--- config.mk ---
export PLATFORM = sky130hd
export DESIGN_NAME = key_debounce
export DESIGN_NICKNAME = d
export VERILOG_FILES = /design/src/rtl/key_debounce.sv
export SDC_FILE = /design/constraint.sdc
export NUM_CORES = 1
export LEC_CHECK = 0
export ABC_AREA = 1
export CAP_MARGIN = 20
export CORE_MARGIN = 5
export CORE_UTILIZATION = 44
export CTS_BUF_LIST = sky130_fd_sc_hd__clkbuf_8
export CTS_CLUSTER_SIZE = 20
export DETAILED_ROUTE_END_ITERATION = 10
export PLACE_DENSITY = 0.69
export SYNTH_ARGS = -nofsm -noshare
export SYNTH_HDL_FRONTEND = slang
export SYNTH_HIERARCHICAL = 1
export SYNTH_SLANG_ARGS = --single-unit
--- constraint.sdc ---
create_clock -name CLK_i -period 3.6 [get_ports CLK_i]
set_input_delay 0.54 -clock CLK_i [delete_from_list [all_inputs] [get_ports CLK_i]]
set_output_delay 0.54 -clock CLK_i [all_outputs]
set_load 0.05 [all_outputs]
--- src/rtl/key_debounce.sv ---
// key_debounce: per-key 2-flop synchronizer, debounce counter and 4-state FSM
// producing a debounced level plus one-cycle press / release / long-press pulses.
// Optional build macro: KEY_REPEAT_EN -- KEY_LONG_o auto-repeats every RPT_CYC
// cycles after the first long-press pulse while the key stays held.
`timescale 1ns/1ps

module key_debounce_lane #(
  parameter int CW       = 8,
  parameter int DB_CYC   = 20,
  parameter int LONG_CYC = 100
`ifdef KEY_REPEAT_EN
  , parameter int RPT_CYC = 50
`endif
) (
  input  logic clk,
  input  logic rst_n,
  input  logic key_n,
  output logic level_o,
  output logic press_o,
  output logic rel_o,
  output logic long_o
);

  typedef enum logic [1:0] {IDLE, PRESS_WAIT, PRESSED, RELEASE_WAIT} st_t;

  localparam logic [CW-1:0] DB_M1   = CW'(DB_CYC - 1);
  localparam logic [CW-1:0] LONG_M1 = CW'(LONG_CYC - 1);
  // Long pulse is registered, so it is armed one count early.
  localparam logic [CW-1:0] LONG_M2 = CW'(LONG_CYC - 2);
`ifdef KEY_REPEAT_EN
  localparam logic [CW-1:0] RPT_M1  = CW'(RPT_CYC - 1);
`endif

  st_t           state_q, state_d;
  logic          s1_q, s2_q;
  logic          p;
  logic [CW-1:0] cnt_q, cnt_d;
  logic [CW-1:0] hold_q, hold_d;
  logic          level_q, level_d;
  logic          press_q, press_d;
  logic          rel_q, rel_d;
  logic          long_q, long_d;
`ifdef KEY_REPEAT_EN
  logic          rpt_q, rpt_d;
`endif

  // Two-flop synchronizer; resets to the released (high) pin level.
  always_ff @(posedge clk or negedge rst_n) begin
    if (!rst_n) begin
      s1_q <= 1'b1;
      s2_q <= 1'b1;
    end else begin
      s1_q <= key_n;
      s2_q <= s1_q;
    end
  end

  assign p = ~s2_q;

  // FSM state register.
  always_ff @(posedge clk or negedge rst_n) begin
    if (!rst_n) state_q <= IDLE;
    else        state_q <= state_d;
  end

  // Next-state logic. ">=" keeps DB_CYC==1 from stalling in the wait states.
  always_comb begin
    state_d = state_q;
    case (state_q)
      IDLE:         if (p) state_d = PRESS_WAIT;
      PRESS_WAIT:   if (!p) state_d = IDLE;
                    else if (cnt_q >= DB_M1) state_d = PRESSED;
      PRESSED:      if (!p) state_d = RELEASE_WAIT;
      RELEASE_WAIT: if (p) state_d = PRESSED;
                    else if (cnt_q >= DB_M1) state_d = IDLE;
      default:      state_d = IDLE;
    endcase
  end

  // Counters and registered event outputs, decided from the current state.
  always_comb begin
    cnt_d   = cnt_q;
    hold_d  = hold_q;
    level_d = level_q;
    press_d = 1'b0;
    rel_d   = 1'b0;
    long_d  = 1'b0;
`ifdef KEY_REPEAT_EN
    rpt_d   = rpt_q;
`endif
    case (state_q)
      IDLE: cnt_d = p ? CW'(1) : '0;
      PRESS_WAIT: begin
        if (!p) cnt_d = '0;
        else if (cnt_q >= DB_M1) begin
          cnt_d   = '0;
          hold_d  = '0;
          level_d = 1'b1;
          press_d = 1'b1;
`ifdef KEY_REPEAT_EN
          rpt_d   = 1'b0;
`endif
        end else cnt_d = cnt_q + 1'b1;
      end
      PRESSED: begin
        if (!p) cnt_d = CW'(1);
        else begin
`ifdef KEY_REPEAT_EN
          // First period is LONG_CYC, then hold reloads and runs RPT_CYC.
          if (!rpt_q) begin
            if (hold_q == LONG_M2) begin
              long_d = 1'b1;
              hold_d = '0;
              rpt_d  = 1'b1;
            end else hold_d = hold_q + 1'b1;
          end else begin
            if (hold_q >= RPT_M1) begin
              long_d = 1'b1;
              hold_d = '0;
            end else hold_d = hold_q + 1'b1;
          end
`else
          // Saturating hold: a single long pulse per press.
          if (hold_q < LONG_M1) begin
            hold_d = hold_q + 1'b1;
            if (hold_q == LONG_M2) long_d = 1'b1;
          end
`endif
        end
      end
      RELEASE_WAIT: begin
        if (p) cnt_d = '0;
        else if (cnt_q >= DB_M1) begin
          cnt_d   = '0;
          level_d = 1'b0;
          rel_d   = 1'b1;
        end else cnt_d = cnt_q + 1'b1;
      end
      default: cnt_d = '0;
    endcase
  end

  // Datapath and output registers.
  always_ff @(posedge clk or negedge rst_n) begin
    if (!rst_n) begin
      cnt_q   <= '0;
      hold_q  <= '0;
      level_q <= 1'b0;
      press_q <= 1'b0;
      rel_q   <= 1'b0;
      long_q  <= 1'b0;
`ifdef KEY_REPEAT_EN
      rpt_q   <= 1'b0;
`endif
    end else begin
      cnt_q   <= cnt_d;
      hold_q  <= hold_d;
      level_q <= level_d;
      press_q <= press_d;
      rel_q   <= rel_d;
      long_q  <= long_d;
`ifdef KEY_REPEAT_EN
      rpt_q   <= rpt_d;
`endif
    end
  end

  assign level_o = level_q;
  assign press_o = press_q;
  assign rel_o   = rel_q;
  assign long_o  = long_q;

endmodule

module key_debounce #(
  parameter int CLK_FREQ    = 300_000_000,
  parameter int KEY_NUM     = 4,
  parameter int DEBOUNCE_MS = 20,
  parameter int LONG_MS     = 1000,
  parameter int REPEAT_MS   = 200
) (
  input  logic               CLK_i,
  input  logic               RSTn_i,
  input  logic [KEY_NUM-1:0] KEY_i,
  output logic [KEY_NUM-1:0] KEY_LEVEL_o,
  output logic [KEY_NUM-1:0] KEY_PRESS_o,
  output logic [KEY_NUM-1:0] KEY_RELEASE_o,
  output logic [KEY_NUM-1:0] KEY_LONG_o
);

  localparam int CYC_MS   = CLK_FREQ / 1000;
  localparam int DB_CYC   = CYC_MS * DEBOUNCE_MS;
  localparam int LONG_CYC = CYC_MS * LONG_MS;
  localparam int RPT_CYC  = CYC_MS * REPEAT_MS;
  // RPT_CYC is folded in so both builds share one counter width; it is
  // normally below LONG_CYC and then changes nothing.
  localparam int MAX_A    = (LONG_CYC > DB_CYC) ? LONG_CYC : DB_CYC;
  localparam int MAX_CYC  = (RPT_CYC > MAX_A) ? RPT_CYC : MAX_A;
  localparam int CW       = $clog2(MAX_CYC) + 1;

  // One independent debounce lane per key.
  for (genvar i = 0; i < KEY_NUM; i++) begin : g_key
    key_debounce_lane #(
      .CW       (CW),
      .DB_CYC   (DB_CYC),
      .LONG_CYC (LONG_CYC)
`ifdef KEY_REPEAT_EN
      , .RPT_CYC (RPT_CYC)
`endif
    ) u_lane (
      .clk     (CLK_i),
      .rst_n   (RSTn_i),
      .key_n   (KEY_i[i]),
      .level_o (KEY_LEVEL_o[i]),
      .press_o (KEY_PRESS_o[i]),
      .rel_o   (KEY_RELEASE_o[i]),
      .long_o  (KEY_LONG_o[i])
    );
  end

endmodule

Word level (Yosys, flattened, before mapping)
Index checks and enable logic that the tools add are counted.

storage, ports and cells
  flip-flop bits (word level) = 272
  bits in latches = 0
  bits in writable memories = 0
  bits in read-only memories = 0
  output and inout port bits = 16
  logic and storage cells = 260
  memories kept = 0

cells by class
  add/subtract/negate cells = 8
  multipliers = 0
  divide/modulo/power cells = 0
  $lt $le $gt $ge = 8
  eq/ne operators = 56
  shift-type cells = 0
  muxes and demuxes = 128
  bitwise logic cells = 0
  reductions and logical operators = 24

operator list
  cell                                                                 count
  two-way mux 30 bit                                                   32
  case mux 30 bit (4 select lines)                                     4
  adder 30 x 1 -> 30 bit, second input constant                        8
  case mux 30 bit (2 select lines)                                     4
  equality test 30 x 29 -> 1 bit, second input constant                4
  greater-or-equal comparator 30 x 23 -> 1 bit, second input constant  4
  less-than comparator 30 x 29 -> 1 bit, second input constant         4
  two-way mux 1 bit                                                    56
  two-way mux 2 bit                                                    24
  inequality test 2 x 1 -> 1 bit, second input constant                20
  AND reduction 5 bit                                                  8
  case mux 2 bit (4 select lines)                                      4
  inequality test 2 bit, second input constant                         12
  equality test 2 bit, second input constant                           8
  AND reduction 4 bit                                                  4
  nonzero test 2 bit                                                   8
  inequality test 3 x 1 -> 1 bit, second input constant                4
  inequality test 3 bit, second input constant                         4
  equality test 2 x 1 -> 1 bit, second input constant                  4
  zero test 2 bit                                                      4
  case mux 1 bit (2 select lines)                                      4

Depth between registers and ports, before layout
Gate-level depths: netlist of the first run.

  depth in word-level cells = 5
  mapped depth = 12
  gate-level depth less buffers = 11

Cells and area by module
The synthesis of the first run kept the hierarchy.

modules (own cells, without submodules)
  module                                   times used  cells each  area an instance (um^2)  sequential area each (um^2)
  key_debounce_lane (g_key[0].u_lane ...)  2           671         4415.5                   1704.1
  key_debounce_lane (g_key[2].u_lane)      1           676         4565.6                   1704.1
  key_debounce_lane (g_key[3].u_lane)      1           669         4390.5                   1704.1

Worst setup path before layout of the first run
OpenSTA, ideal clock, no wires.

  path kind = flip-flop to flip-flop
  start = register g_key[2].u_lane.cnt_q[0]
  end = register g_key[2].u_lane.hold_q[20]
  setup time = 0.115 ns
  arrival = 1.614 ns
  required time = 3.485 ns
  setup slack = 1.870 ns
  stages on the path, launching flop included = 12
  path buffers = 1
  period minus slack after synthesis = 1.730 ns
  cell sequence = dfrtp_1 > ha_1 > nand3_4 > nor2_8 > nand3_2 > nand2_2 > nand2_2 > nand2_4 > nand2_4 > buf_2 > nand3_1 > nand2_2

between the ends
  cells in the longest elaborated chain, start to end = 3

RTL lines
  what                                          line  RTL
  start, declared                               37    logic [CW-1:0] cnt_q, cnt_d;
  start signal, assigned                        156   cnt_q <= cnt_d;
  greater-or-equal comparator 30 x 23 -> 1 bit  95    else if (cnt_q >= DB_M1) begin
  inequality test 2 x 1 -> 1 bit (no line)      -
  AND reduction 5 bit (no line)                 -
  end signal, assigned                          157   hold_q <= hold_d;
  end, declared                                 38    logic [CW-1:0] hold_q, hold_d;

Every way passes these cells.
A chain may end at the register's enable or synchronous reset.

Worst setup path after layout of the first run
  start = register g_key[2].u_lane.level_q
  end = output KEY_LEVEL_o[2]

RTL lines
  what                    line  RTL
  start, declared         39    logic level_q, level_d;
  start signal, assigned  158   level_q <= level_d;
  end, declared           185   output logic [KEY_NUM-1:0] KEY_LEVEL_o,

No word-level cell between the ends.

==> results of run 1 <==
## cells by family (layout without fill, tap and decap cells)
logic type,count (synthesis),after routing,synth area share
xor gates and xnor gates,104,104,0.0512
AOI/OAI and AO/OA,129,129,0.0412
and+or+nand+nor,1879,1879,0.446
buffers and inverters,291,360,0.0694
DFF,272,272,0.383
adders and majority gates,12,12,0.00844
## repair_timing
action | 4_1_cts | 5_1_grt
hold buffers | 1 | 0
hold endpoints to repair | 19 | 0
setup buffers | 0 | 0
## cells in the final DEF, fill, tap and decap left out, drive strengths merged
master and instances:
a21oi 27, nand3b 3, nor4 2, ha 12
and2 3, clkdlybuf4s50 20, xnor2 35, nor3b 1
nand4 28, or2 1, o22ai 2, o21ai 93
nand3 259, clkbuf 66, nand2 1007, a21boi 1
o21bai 6, clkinvlp 1, inv 245, dlygate4sd3 1
bufinv 4, dfstp 8, nor3 34, dfrtp 264
clkinv 12, xor2 69, nor2 541, buf 11
## path summary, 6_finish.rpt
path | startpoint | end | slack, ns | depth (start not counted)
min reg2reg | g_key[0].u_lane/s1_q | g_key[0].u_lane/s2_q | 0.35 | 0
max reg2reg | g_key[2].u_lane/cnt_q[0] | g_key[2].u_lane/hold_q[6] | 1.32 | 11
max in group asynchronous | RSTn_i | g_key[1].u_lane/hold_q[8] | 2.06 | 3
max | g_key[2].u_lane/level_o | KEY_LEVEL_o[2] | 1.23 | 1
min in group asynchronous | RSTn_i | g_key[2].u_lane/cnt_q[5] | 0.57 | 2
min | KEY_i[3] | g_key[3].u_lane/s1_q | 0.34 | 1
## registers in the layout (all words and copies together), names as in the netlist, named ones only
signal / count
g_key.u_lane/cnt_q: 120
g_key.u_lane/hold_q: 120
g_key.u_lane/level_o: 4
g_key.u_lane/long_o: 4
g_key.u_lane/press_o: 4
g_key.u_lane/rel_o: 4
g_key.u_lane/s1_q: 4
g_key.u_lane/s2_q: 4
g_key.u_lane/state_q: 4
## cell type report
class / instances / area, um2 / area share
Tap cell: 525 / 657 / 0.0336
Inverter: 235 / 882 / 0.0452
Clock inverter: 27 / 223 / 0.0114
Multi-Input combinational cell: 2124 / 9740 / 0.498
Sequential cell: 272 / 6820 / 0.349
Timing Repair Buffer: 32 / 313 / 0.0160
Clock buffer: 66 / 908 / 0.0465
## through the flow
step           instance area, um2  std cells   util  total power, W  worst slack [ns]
3_3_place_gp                18400       3187  0.462         0.00327              1.39
3_5_place_dp                18400       3187  0.462         0.00327              1.34
5_1_grt                     19500       3281  0.491         0.00680              1.09
6_report                    19500       3281  0.491         0.00650              1.23
2_1_floorplan               17800       2687      -         0.00318              1.87
4_1_cts                     19500       3281  0.491         0.00664              1.18
## routing by layer
metal | vias up | global-route usage | share of wire
li1 | 8443 | - | -
met1 | 7712 | 0.262 | 0.47
met2 | 341 | 0.317 | 0.46
met3 | 76 | 0.0380 | 0.048
met4 | 0 | 0.0507 | 0.020
met5 | - | 0 | 0
## where the power goes
group          internal [W]  leakage, nW  switching [W]
combinational     0.0000250         4.08      0.0000943
clock               0.00193        0.634        0.00136
sequential          0.00308         3.76      0.0000165
==> metrics.log, run 1 <==
INFO  metric rows = 73
INFO  metric synth.area.top_cells = sky130_fd_sc_hd__dfrtp_1 (37%), sky130_fd_sc_hd__nand2_1 (20%), sky130_fd_sc_hd__nor2_1 (11%)
INFO  metric maxSlewHeadroom = 0.440
INFO  metric routed_wire_length_per_instance = about 13 um
INFO  metric synthesis.area = roughly 18000 um2
INFO  metric routed_wl = between 40000 and 50000 um
INFO  metric fmax = around 420 MHz
INFO  metric die_span_x = around 210 um
INFO  metric clock_sink_count = approximately 270
INFO  metric syn2layout_area_growth = 9.83%
INFO  metric netlist_top_cells_count = sky130_fd_sc_hd__nand2_1 (959), sky130_fd_sc_hd__nor2_1 (523), sky130_fd_sc_hd__dfrtp_1 (264), sky130_fd_sc_hd__nand3_1 (244), sky130_fd_sc_hd__inv_1 (229)
INFO  metric pins_over_their_slew_limit = 0
INFO  metric outcome = finished, final reports clean
INFO  metric synthCells = about 2700
INFO  metric final_hold_viol_count = 0
INFO  metric synth-seq-area-share = 0.383
INFO  metric die_height = between 200 and 250 um
INFO  metric synth_largest_type_area_fraction = 0.371
INFO  metric ctsResizeCount = 0
INFO  metric numCtsBuffers = 50
INFO  metric post_synth_num_cell_types = 40
INFO  metric via_per_inst = approximately 5
INFO  metric totalNegativeSetupSlack = 0 ns
INFO  metric fill_cells = about 4100
INFO  metric setup_violations = 0
INFO  metric port-buffer-count = 21
INFO  metric drive_above_1_share = 0.0722
INFO  metric final_min_period_over_clock_period = 0.658
INFO  metric yosysWarnings = 6
INFO  metric placer_s_final_routability_congestion_estimate = 0.922
INFO  metric worst-path-buf-inv = 1
INFO  metric critPathRequiredTime = around 3 ns
INFO  metric ant_nets = 0
INFO  metric critical-path-top-delay-family = buffers and inverters
INFO  metric num_vias = 16600
INFO  metric crit_fanout = 2
INFO  metric drt_drc_violations_left = 0
INFO  metric io_pins = 22
INFO  metric worstMarginPinSlew = between 0.8 and 0.9 ns
INFO  metric floorplan.initialDensity = 0.447
INFO  metric crit_arrival = approximately 1.8 ns
INFO  metric grt_overflow = 0
INFO  metric first_pass_grt_wire_length = 74400 um
INFO  metric timing.critical_path.cells = clkdlybuf4s50_1
INFO  metric critical-path-slowest-cell = sky130_fd_sc_hd__clkdlybuf4s50_1
INFO  metric vdd_ir_drop_max = between 200 and 300 uV
INFO  metric powerDensity = roughly 330 nW/um2
INFO  metric count_of_antenna_diodes_in_the_layout = 0
INFO  metric worst_hold_path_type = primary input to flop
INFO  metric timing_worst_setup_path_type = flop to output port
INFO  metric 1st_iter_drt_viols = 1131
INFO  metric synthesis.nets = ~2700
INFO  metric grt_pass1_vias = 16000
INFO  metric post_synth.cell_area_avg = about 6.6 um2
INFO  metric clock_tree.root_cell = sky130_fd_sc_hd__clkbuf_8
INFO  metric crit_path_start_kind = flop
INFO  metric power_leakage = between 8 and 9 nW
INFO  metric clock_tree.htree_level_count = 2
INFO  metric tritoncts = yes
INFO  metric grt_start_max_net_pins = 100
INFO  metric crit_path_max_incr_delay = roughly 0.8 ns
INFO  metric synth_enable_flop_cells = 0
INFO  metric core_region_area = around 40000 um2
INFO  metric groute.usage.overall = 0.193
INFO  metric min_period = ~2.4 ns
INFO  metric cts.reportedPaths.clkPinSlew = around 0.060 ns
INFO  metric hpwlAfterDp = 29900 um
INFO  metric ys_dominant_reg_cell = sky130_fd_sc_hd__dfrtp_1
INFO  metric final_nets = around 2700
INFO  metric synth_most_common_cell = sky130_fd_sc_hd__nand2_1
INFO  metric crit_path_end_kind = output port
INFO  metric synthDominantAreaCellType = sky130_fd_sc_hd__dfrtp_1
INFO  metric synth_async_sr_flop_share = 1.00
INFO  metric initial_antenna_violation_count = 0
INFO  metric clock_insertion_delay_worst_skew = approximately 0.61 ns
INFO  metric max_cap_violations = 0
INFO  metric synth.ff_latch_count = approximately 270
INFO  metric longest_clk_path_bufs = 3
INFO  metric fin_skew = 0.0237 ns
INFO  metric rsz0062_at_grt = false
INFO  metric worst_hold_slack = approximately 0.34 ns
INFO  metric iteration_count_of_the_initial_detailed_routing_pass = 8
INFO  metric die-area = 44500 um2
Power figures use the tool's default switching activity.
==> inputs of run 2 (changes only) <==
- PLACE_DENSITY: 0.69 -> 0.72
- clock period: 3.6 -> 2 ns (I/O delays scaled with it)
==> run 2 against run 1 <==
  * Clock-buffer cell count decreased by 9
  * Largest power group is now registers
  * Flip-flop and latch count unchanged
  * Cell count increased by 1.9%
  * Critical endpoint is now g_key[0].u_lane/hold_q[15]
  * Via count increased by 1.6%
==> metrics.log, run 2 (synthesis gave the netlist of run 1 again) <==
INFO  metric outcome = finished, final reports clean (unchanged)
INFO  metric clock_tree.htree_level_count = 2 (unchanged)
INFO  metric min_period = roughly 1.9 ns
INFO  metric drive_above_1_share = 0.0948 (was 0.0722)
INFO  metric grt_start_max_net_pins = 51 (was 100)
INFO  metric crit_path_end_kind = flop (was output port)
INFO  metric clock_tree.root_cell = sky130_fd_sc_hd__clkbuf_8 (unchanged)
INFO  metric count_of_antenna_diodes_in_the_layout = 0 (unchanged)
INFO  metric clock_insertion_delay_worst_skew = 0.61 ns (about the same)
INFO  metric grt_pass1_vias = 15800 (was 16000)
INFO  metric sequentialPowerShare = 0.499 (was 0.476)
INFO  metric fill_cells = 4045 (was 4072)
INFO  metric crit_fanout = 28 (was 2)
INFO  metric floorplan.initialDensity = 0.447 (unchanged)
INFO  metric power_leakage = 8.79 nW (was 8.47 nW)
INFO  metric placement.cell_area = 18900 um2 (was 18400 um2)
INFO  metric worst_hold_path.num_cells = 1 (unchanged)
INFO  metric port-buffer-count = 21 (unchanged)
INFO  metric fin_skew = 0.0210 ns (was 0.0237 ns)
INFO  metric setup_violations = 0 (unchanged)
INFO  metric iteration_count_of_the_initial_detailed_routing_pass = 5 (was 8)
INFO  metric crit_path_start_kind = flop (unchanged)
INFO  metric final_hold_viol_count = 0 (unchanged)
INFO  metric timing_worst_setup_path_type = flop to flop (was flop to output port)
INFO  metric grt_overflow = 0 (unchanged)
INFO  metric totalNegativeSetupSlack = 0 ns (unchanged)
INFO  metric first_pass_grt_wire_length = 74600 um (was 74400 um)
INFO  metric drt_drc_violations_left = 0 (unchanged)
INFO  metric timing.hold.worst_endpoint = g_key[3].u_lane/s1_q (unchanged)
INFO  metric syn2layout_area_growth = 12.8% (was 9.83%)
INFO  metric routed_wire_length_per_instance = 13.2 um (was 13.0 um)
INFO  metric clock_sink_count = 272 (unchanged)
INFO  metric cts.reportedPaths.clkPinSlew = 0.06 ns (about the same)
INFO  metric reg2reg_setup_slack = 0.11 ns (was 1.32 ns)
INFO  metric final_nets = 2799 (was 2733)
INFO  metric die-area = 44500 um2 (unchanged)
INFO  metric die_span_x = 211 um (unchanged)
INFO  metric longest_clk_path_bufs = 3 (unchanged)
INFO  metric switching_power = 0.00256 W (was 0.00147 W)
INFO  metric powerDensity = 556 nW/um2 (was 333 nW/um2)
INFO  metric hpwlAfterDp = 31800 um (was 29900 um)
INFO  metric numCtsBuffers = 49 (was 50)
INFO  metric routed_wl = 44000 um (was 42500 um)
INFO  metric largestRegisters = g_key.u_lane/cnt_q (120), g_key.u_lane/hold_q (120) (unchanged)
INFO  metric pins_over_their_slew_limit = 0 (unchanged)
INFO  metric comb_power_share = 0.023 (was 0.018)
INFO  metric critical_path.reg2reg.startpoint = g_key[0].u_lane/hold_q[1] (was g_key[2].u_lane/cnt_q[0])
INFO  metric r2r-end = g_key[0].u_lane/hold_q[15] (was g_key[2].u_lane/hold_q[6])
INFO  metric vdd_ir_drop_max = 398 uV (was 279 uV)
INFO  metric num_vias = 16800 (was 16600)
INFO  metric worstMarginPinSlew = 0.577 ns (was 0.839 ns)
INFO  metric io_pins = 22 (unchanged)
INFO  metric placer_s_final_routability_congestion_estimate = 0.939 (was 0.922)
INFO  metric p_clk_frac = 0.479 (was 0.506)
INFO  metric layout_commonest_cell = sky130_fd_sc_hd__nand2_1 (unchanged)
INFO  metric rows = 73 (unchanged)
INFO  metric max_cap_violations = 0 (unchanged)
INFO  metric most-common-layout-cells = sky130_fd_sc_hd__nand2_1 (958), sky130_fd_sc_hd__nor2_1 (522), sky130_fd_sc_hd__dfrtp_1 (261), sky130_fd_sc_hd__inv_1 (245), sky130_fd_sc_hd__nand3_1 (244) (was sky130_fd_sc_hd__nand2_1 (959), sky130_fd_sc_hd__nor2_1 (523), sky130_fd_sc_hd__dfrtp_1 (264), sky130_fd_sc_hd__nand3_1 (244), sky130_fd_sc_hd__inv_1 (241))
INFO  metric swShare = 0.230 (was 0.226)
INFO  metric tritoncts = yes (unchanged)
INFO  metric fmax = approximately 530 MHz
INFO  metric ff2ff_path_depth = 10 (was 11)
INFO  metric hold_start = KEY_i[3] (unchanged)
INFO  metric initial_antenna_violation_count = 0 (unchanged)
INFO  metric ant_nets = 0 (unchanged)
INFO  metric via_per_inst = 5.04 (was 5.05)
INFO  metric final_min_period_over_clock_period = 0.944
INFO  metric groute.usage.overall = 0.194 (was 0.193)
INFO  metric finish.instance_area = 20100 um2 (was 19500 um2)
INFO  metric die_height = 211 um (unchanged)
INFO  metric core_region_area = 39800 um2 (unchanged)
INFO  metric critPathRequiredTime = 2.50 ns (was 3.06 ns)
INFO  metric maxSlewHeadroom = 0.612 (was 0.440)
INFO  metric 1st_iter_drt_viols = 1371 (was 1131)
INFO  metric crit_arrival = 2.39 ns (was 1.83 ns)
INFO  metric internal_power = 0.00858 W (was 0.00503 W)
INFO  metric worst_hold_path_type = primary input to flop (unchanged)
## run 2: cell count changes in the layout (fill, tap and decap cells not counted), moves of 7 or more
cell	delta
sky130_fd_sc_hd__clkdlybuf4s50_1	-16
sky130_fd_sc_hd__dlygate4sd2_1	+16
sky130_fd_sc_hd__buf_12	+7
sky130_fd_sc_hd__buf_4	+54
sky130_fd_sc_hd__clkbuf_8	-9
## run 2: worst max-delay path, cell delays in order, from the launching register on
cell and delay [ns]:
sky130_fd_sc_hd__dfrtp_1 0.41, sky130_fd_sc_hd__ha_2 0.25, sky130_fd_sc_hd__nand3_2 0.17, sky130_fd_sc_hd__nor2_4 0.19
sky130_fd_sc_hd__nand3_1 0.09, sky130_fd_sc_hd__nand2_1 0.08, sky130_fd_sc_hd__nand2_2 0.10, sky130_fd_sc_hd__nand3_4 0.18
sky130_fd_sc_hd__nand2_8 0.16, sky130_fd_sc_hd__nand2_1 0.11, sky130_fd_sc_hd__nand2_1 0.05
## run 2: worst max-delay path by stage
stage | start | to | slack (ns) | cells past startpoint
after floorplan | g_key[2].u_lane/cnt_q[0] | g_key[2].u_lane/hold_q[20] | 0.27 | 11
after global placement | g_key[3].u_lane/cnt_q[0] | g_key[3].u_lane/hold_q[15] | 0.10 | 11
after detailed placement | g_key[0].u_lane/hold_q[0] | g_key[0].u_lane/hold_q[25] | 0.04 | 10
after CTS | g_key[0].u_lane/hold_q[0] | g_key[0].u_lane/hold_q[12] | 0.03 | 10
after global routing | g_key[0].u_lane/hold_q[1] | g_key[0].u_lane/hold_q[23] | -0.002 | 10
final | g_key[0].u_lane/hold_q[1] | g_key[0].u_lane/hold_q[15] | 0.11 | 10
## run 2: layout make-up
cell class                      count  area [um2]  share of cell area
Sequential cell                   272        6820               0.340
Clock buffer                       57         785              0.0391
Tap cell                          525         657              0.0327
Multi-Input combinational cell   2126        9820               0.489
Inverter                          235         882              0.0440
Clock inverter                     30         215              0.0107
Timing Repair Buffer               97         887              0.0442
## run 2: power groups by stage
stage	Combinational, W	Clock (W)	Sequential, W
after floorplan	0.0000690	0	0.00566
after global placement	0.000251	0	0.00565
after detailed placement	0.000259	0	0.00566
after CTS	0.000262	0.00558	0.00556
after global routing	0.000295	0.00582	0.00556
final	0.000253	0.00534	0.00556
## run 2: metal layers
layer,GRT usage,vias to the layer above,share of wire
met3,0.0270,70,0.037
met4,0.0610,0,0.022
met1,0.264,7893,0.47
met5,0,-,0
li1,-,8569,-
met2,0.324,311,0.47
## run 2: timing repair
item | 4_1_cts | 5_1_grt
endpoints found under the setup margin | 16 | 133
gates cloned | 0 | 2
resized for setup | 16 | 22
setup buffers | 0 | 6
endpoints found under the hold margin | 211 | 0
hold buffers | 1 | 0
pin swaps | 0 | 2
## run 2: stage by stage
stage               power [W]  setup slack (ns)   util  cells  hold slack, ns
floorplan             0.00572             0.270      -   2687         0.00441
global placement      0.00591             0.104  0.475   3246           0.258
detailed placement    0.00591            0.0382  0.475   3246           0.263
CTS                    0.0114            0.0310  0.500   3334          0.0300
global route           0.0117          -0.00160  0.504   3342          0.0715
finish                 0.0111             0.112  0.504   3342          0.0880
==> inputs of run 3 (changes only) <==
- GPL_ROUTABILITY_DRIVEN: default -> 0
==> run 3 against run 2 <==
  * Via count is 0.28% lower
  * Total power is 5.2% higher
  * Sequential share of layout area is 0.097 points lower
  * Combinational power hardly changed
  * Fmax is 1.2% higher
  * Critical path depth is 9 lower
  * Critical endpoint is now KEY_LEVEL_o[3]
  * Largest cell class unchanged
  * Highest routed layer unchanged
==> metrics.log, run 3 (synthesis gave the netlist of run 1 again) <==
INFO  metric grt_pass1_vias = 16000 (was 15800)
INFO  metric via_per_inst = 5.03 (was 5.04)
INFO  metric pins_over_their_slew_limit = 0 (unchanged)
INFO  metric vdd_ir_drop_max = 451 uV (was 398 uV)
INFO  metric first_pass_grt_wire_length = 73500 um (was 74600 um)
INFO  metric ff2ff_path_depth = 10 (unchanged)
INFO  metric worst_path_setup_slack_after_routing = 0.135 ns (was 0.112 ns)
INFO  metric area.sequential = 6820 um2 (about the same)
INFO  metric hold_start = KEY_i[3] (unchanged)
INFO  metric final_min_period_over_clock_period = 0.933 (was 0.944)
INFO  metric crit_path_start_kind = flop (unchanged)
INFO  metric core_region_area = 39800 um2 (unchanged)
INFO  metric fill_cells = 3888 (was 4045)
INFO  metric crit_path_max_incr_delay = 0.55 ns (was 0.41 ns)
INFO  metric routed_wl = 42400 um (was 44000 um)
INFO  metric tritoncts = yes (unchanged)
INFO  metric final_hold_viol_count = 0 (unchanged)
INFO  metric count_of_antenna_diodes_in_the_layout = 0 (unchanged)
INFO  metric clock_tree.htree_level_count = 2 (unchanged)
INFO  metric global_route.usage.met1 = 0.258 (was 0.264)
INFO  metric setup_violations = 0 (unchanged)
INFO  metric worst-path-buf-inv = 1 (was 0)
INFO  metric detailedPlace.worstSlack = 0.0677 ns (was 0.0382 ns)
INFO  metric longest_clk_path_bufs = 3 (unchanged)
INFO  metric setup.worst_path.start = g_key[3].u_lane/level_o (was g_key[0].u_lane/hold_q[1])
INFO  metric drive_above_1_share = 0.0950 (was 0.0948)
INFO  metric hpwlAfterDp = 30300 um (was 31800 um)
INFO  metric groute.usage.overall = 0.190 (was 0.194)
INFO  metric rows = 73 (unchanged)
INFO  metric syn2layout_area_growth = 13.1% (was 12.8%)
INFO  metric grt_overflow = 0 (unchanged)
INFO  metric most-common-layout-cells = sky130_fd_sc_hd__nand2_1 (958), sky130_fd_sc_hd__nor2_1 (520), sky130_fd_sc_hd__dfrtp_1 (262), sky130_fd_sc_hd__nand3_1 (244), sky130_fd_sc_hd__inv_1 (240) (was sky130_fd_sc_hd__nand2_1 (958), sky130_fd_sc_hd__nor2_1 (522), sky130_fd_sc_hd__dfrtp_1 (261), sky130_fd_sc_hd__inv_1 (245), sky130_fd_sc_hd__nand3_1 (244))
INFO  metric num_vias = 16800 (about the same)
INFO  metric routed_wire_length_per_instance = 12.7 um (was 13.2 um)
INFO  metric largestRegisters = g_key.u_lane/cnt_q (120), g_key.u_lane/hold_q (120) (unchanged)
INFO  metric groute.layer.met2.usage = 0.314 (was 0.324)
INFO  metric worst_hold_path.num_cells = 1 (unchanged)
INFO  metric worstMarginPinSlew = 0.595 ns (was 0.577 ns)
INFO  metric die-area = 44500 um2 (unchanged)
INFO  metric min_period = 1.87 ns (was 1.89 ns)
INFO  metric final_nets = 2789 (was 2799)
INFO  metric cts.reportedPaths.clkPinSlew = 0.06 ns (about the same)
INFO  metric layout.cells.non_filler = 3337 (was 3342)
INFO  metric fin_skew = 0.0239 ns (was 0.0210 ns)
INFO  metric fmax = 536 MHz (was 530 MHz)
INFO  metric worst_hold_slack = 0.0812 ns (was 0.0880 ns)
INFO  metric critical_path.reg2reg.startpoint = g_key[1].u_lane/hold_q[1] (was g_key[0].u_lane/hold_q[1])
INFO  metric grt_start_max_net_pins = 57 (was 51)
INFO  metric grt.busiest_layer = met2 (unchanged)
INFO  metric io_pins = 22 (unchanged)
INFO  metric clock_tree.root_cell = sky130_fd_sc_hd__clkbuf_8 (unchanged)
INFO  metric critPathRequiredTime = 1.70 ns (was 2.50 ns)
INFO  metric layout_commonest_cell = sky130_fd_sc_hd__nand2_1 (unchanged)
INFO  metric timing.critical_path.cells = dlygate4sd2_1 (was ha_2 -> nand3_2 -> nor2_4 -> nand3_1 -> nand2_1 -> nand2_2 -> nand3_4 -> nand2_8 -> nand2_1 -> nand2_1)
INFO  metric reg2reg_setup_slack = 0.14 ns (was 0.11 ns)
INFO  metric max_cap_violations = 0 (unchanged)
INFO  metric final_core_util = 0.505 (was 0.504)
INFO  metric initial_antenna_violation_count = 0 (unchanged)
INFO  metric crit_arrival = 1.57 ns (was 2.39 ns)
INFO  metric port-buffer-count = 21 (unchanged)
INFO  metric crit_fanout = 2 (was 28)
INFO  metric multiInputGateArea = 9840 um2 (was 9820 um2)
INFO  metric worst_hold_path_type = primary input to flop (unchanged)
INFO  metric numCtsBuffers = 49 (unchanged)
INFO  metric drt_drc_violations_left = 0 (unchanged)
INFO  metric ant_nets = 0 (unchanged)
INFO  metric iteration_count_of_the_initial_detailed_routing_pass = 5 (unchanged)
INFO  metric timing.hold.worst_endpoint = g_key[3].u_lane/s1_q (unchanged)
INFO  metric critical-path-top-delay-family = buffers and inverters (was simple AND/OR/NAND/NOR gates)
INFO  metric powerDensity = 583 nW/um2 (was 556 nW/um2)
INFO  metric die_span_x = 211 um (unchanged)
INFO  metric clock_sink_count = 272 (unchanged)
INFO  metric power_leakage = 8.80 nW (was 8.79 nW)
INFO  metric power = 0.0117 W (was 0.0111 W)
INFO  metric globalRouteMet3Util = 0.0343 (was 0.0270)
INFO  metric dp_cells = 3237 (was 3246)
INFO  metric maxSlewHeadroom = 0.600 (was 0.612)
INFO  metric timing_worst_setup_path_type = flop to output port (was flop to flop)
INFO  metric 1st_iter_drt_viols = 1240 (was 1371)
INFO  metric crit_path_end_kind = output port (was flop)
INFO  metric outcome = finished, final reports clean (unchanged)
INFO  metric floorplan.initialDensity = 0.447 (unchanged)
INFO  metric clock_insertion_delay_worst_skew = 0.63 ns (was 0.61 ns)
INFO  metric r2r-end = g_key[1].u_lane/hold_q[3] (was g_key[0].u_lane/hold_q[15])
INFO  metric critical-path-slowest-cell = sky130_fd_sc_hd__dlygate4sd2_1 (was sky130_fd_sc_hd__dfrtp_1)
INFO  metric die_height = 211 um (unchanged)
==> run 3: stage by stage <==
| stage | TNS, ns | cell area [um2] |
|---|---|---|
| global placement | 0 | 18800 |
| global route | -0.00680 | 20100 |
| detailed placement | 0 | 18800 |
| CTS | 0 | 20000 |
| floorplan | 0 | 17800 |
| finish | 0 | 20100 |
==> run 3: where the power goes <==
part           internal, W  switching, W
sequential         0.00553     0.0000227
combinational    0.0000644      0.000185
clock              0.00344       0.00247
total              0.00904       0.00268
==> run 3: how the worst max path moves through the flow <==
stage                                            end  slack [ns]  cells after the start
after floorplan           g_key[2].u_lane/hold_q[20]        0.27                     11
after global placement     g_key[3].u_lane/hold_q[0]        0.12                     11
after detailed placement   g_key[2].u_lane/hold_q[0]        0.07                     11
after CTS                  g_key[2].u_lane/hold_q[0]        0.04                     11
after global routing       g_key[2].u_lane/hold_q[0]      -0.007                     11
final                                 KEY_LEVEL_o[3]        0.13                      1
==> run 3: final cells by class <==
| cell class | instances | share of cell area |
|---|---|---|
| timing repair buffer | 87 | 0.0392 |
| inverter | 235 | 0.0439 |
| sequential | 272 | 0.339 |
| multi-input combinational | 2126 | 0.489 |
| tap | 525 | 0.0327 |
| clock buffer | 61 | 0.0417 |
| clock inverter | 31 | 0.0144 |
==> run 3: layer usage <==
metal  vias to the layer above  wire length [um]
met5                         -                 0
met2                       406             19700
met3                        83              2120
met1                      7762             19700
li1                       8544                 -
met4                         0               924
==> run 3: timing repair <==
| action | CTS | global route |
|---|---|---|
| resized for setup | 16 | 20 |
| setup buffers | 0 | 5 |
| setup endpoints to repair | 16 | 132 |
| gates cloned | 0 | 2 |
| endpoints found under the hold margin | 47 | 0 |
| hold buffers | 1 | 0 |
| pin swaps | 0 | 3 |
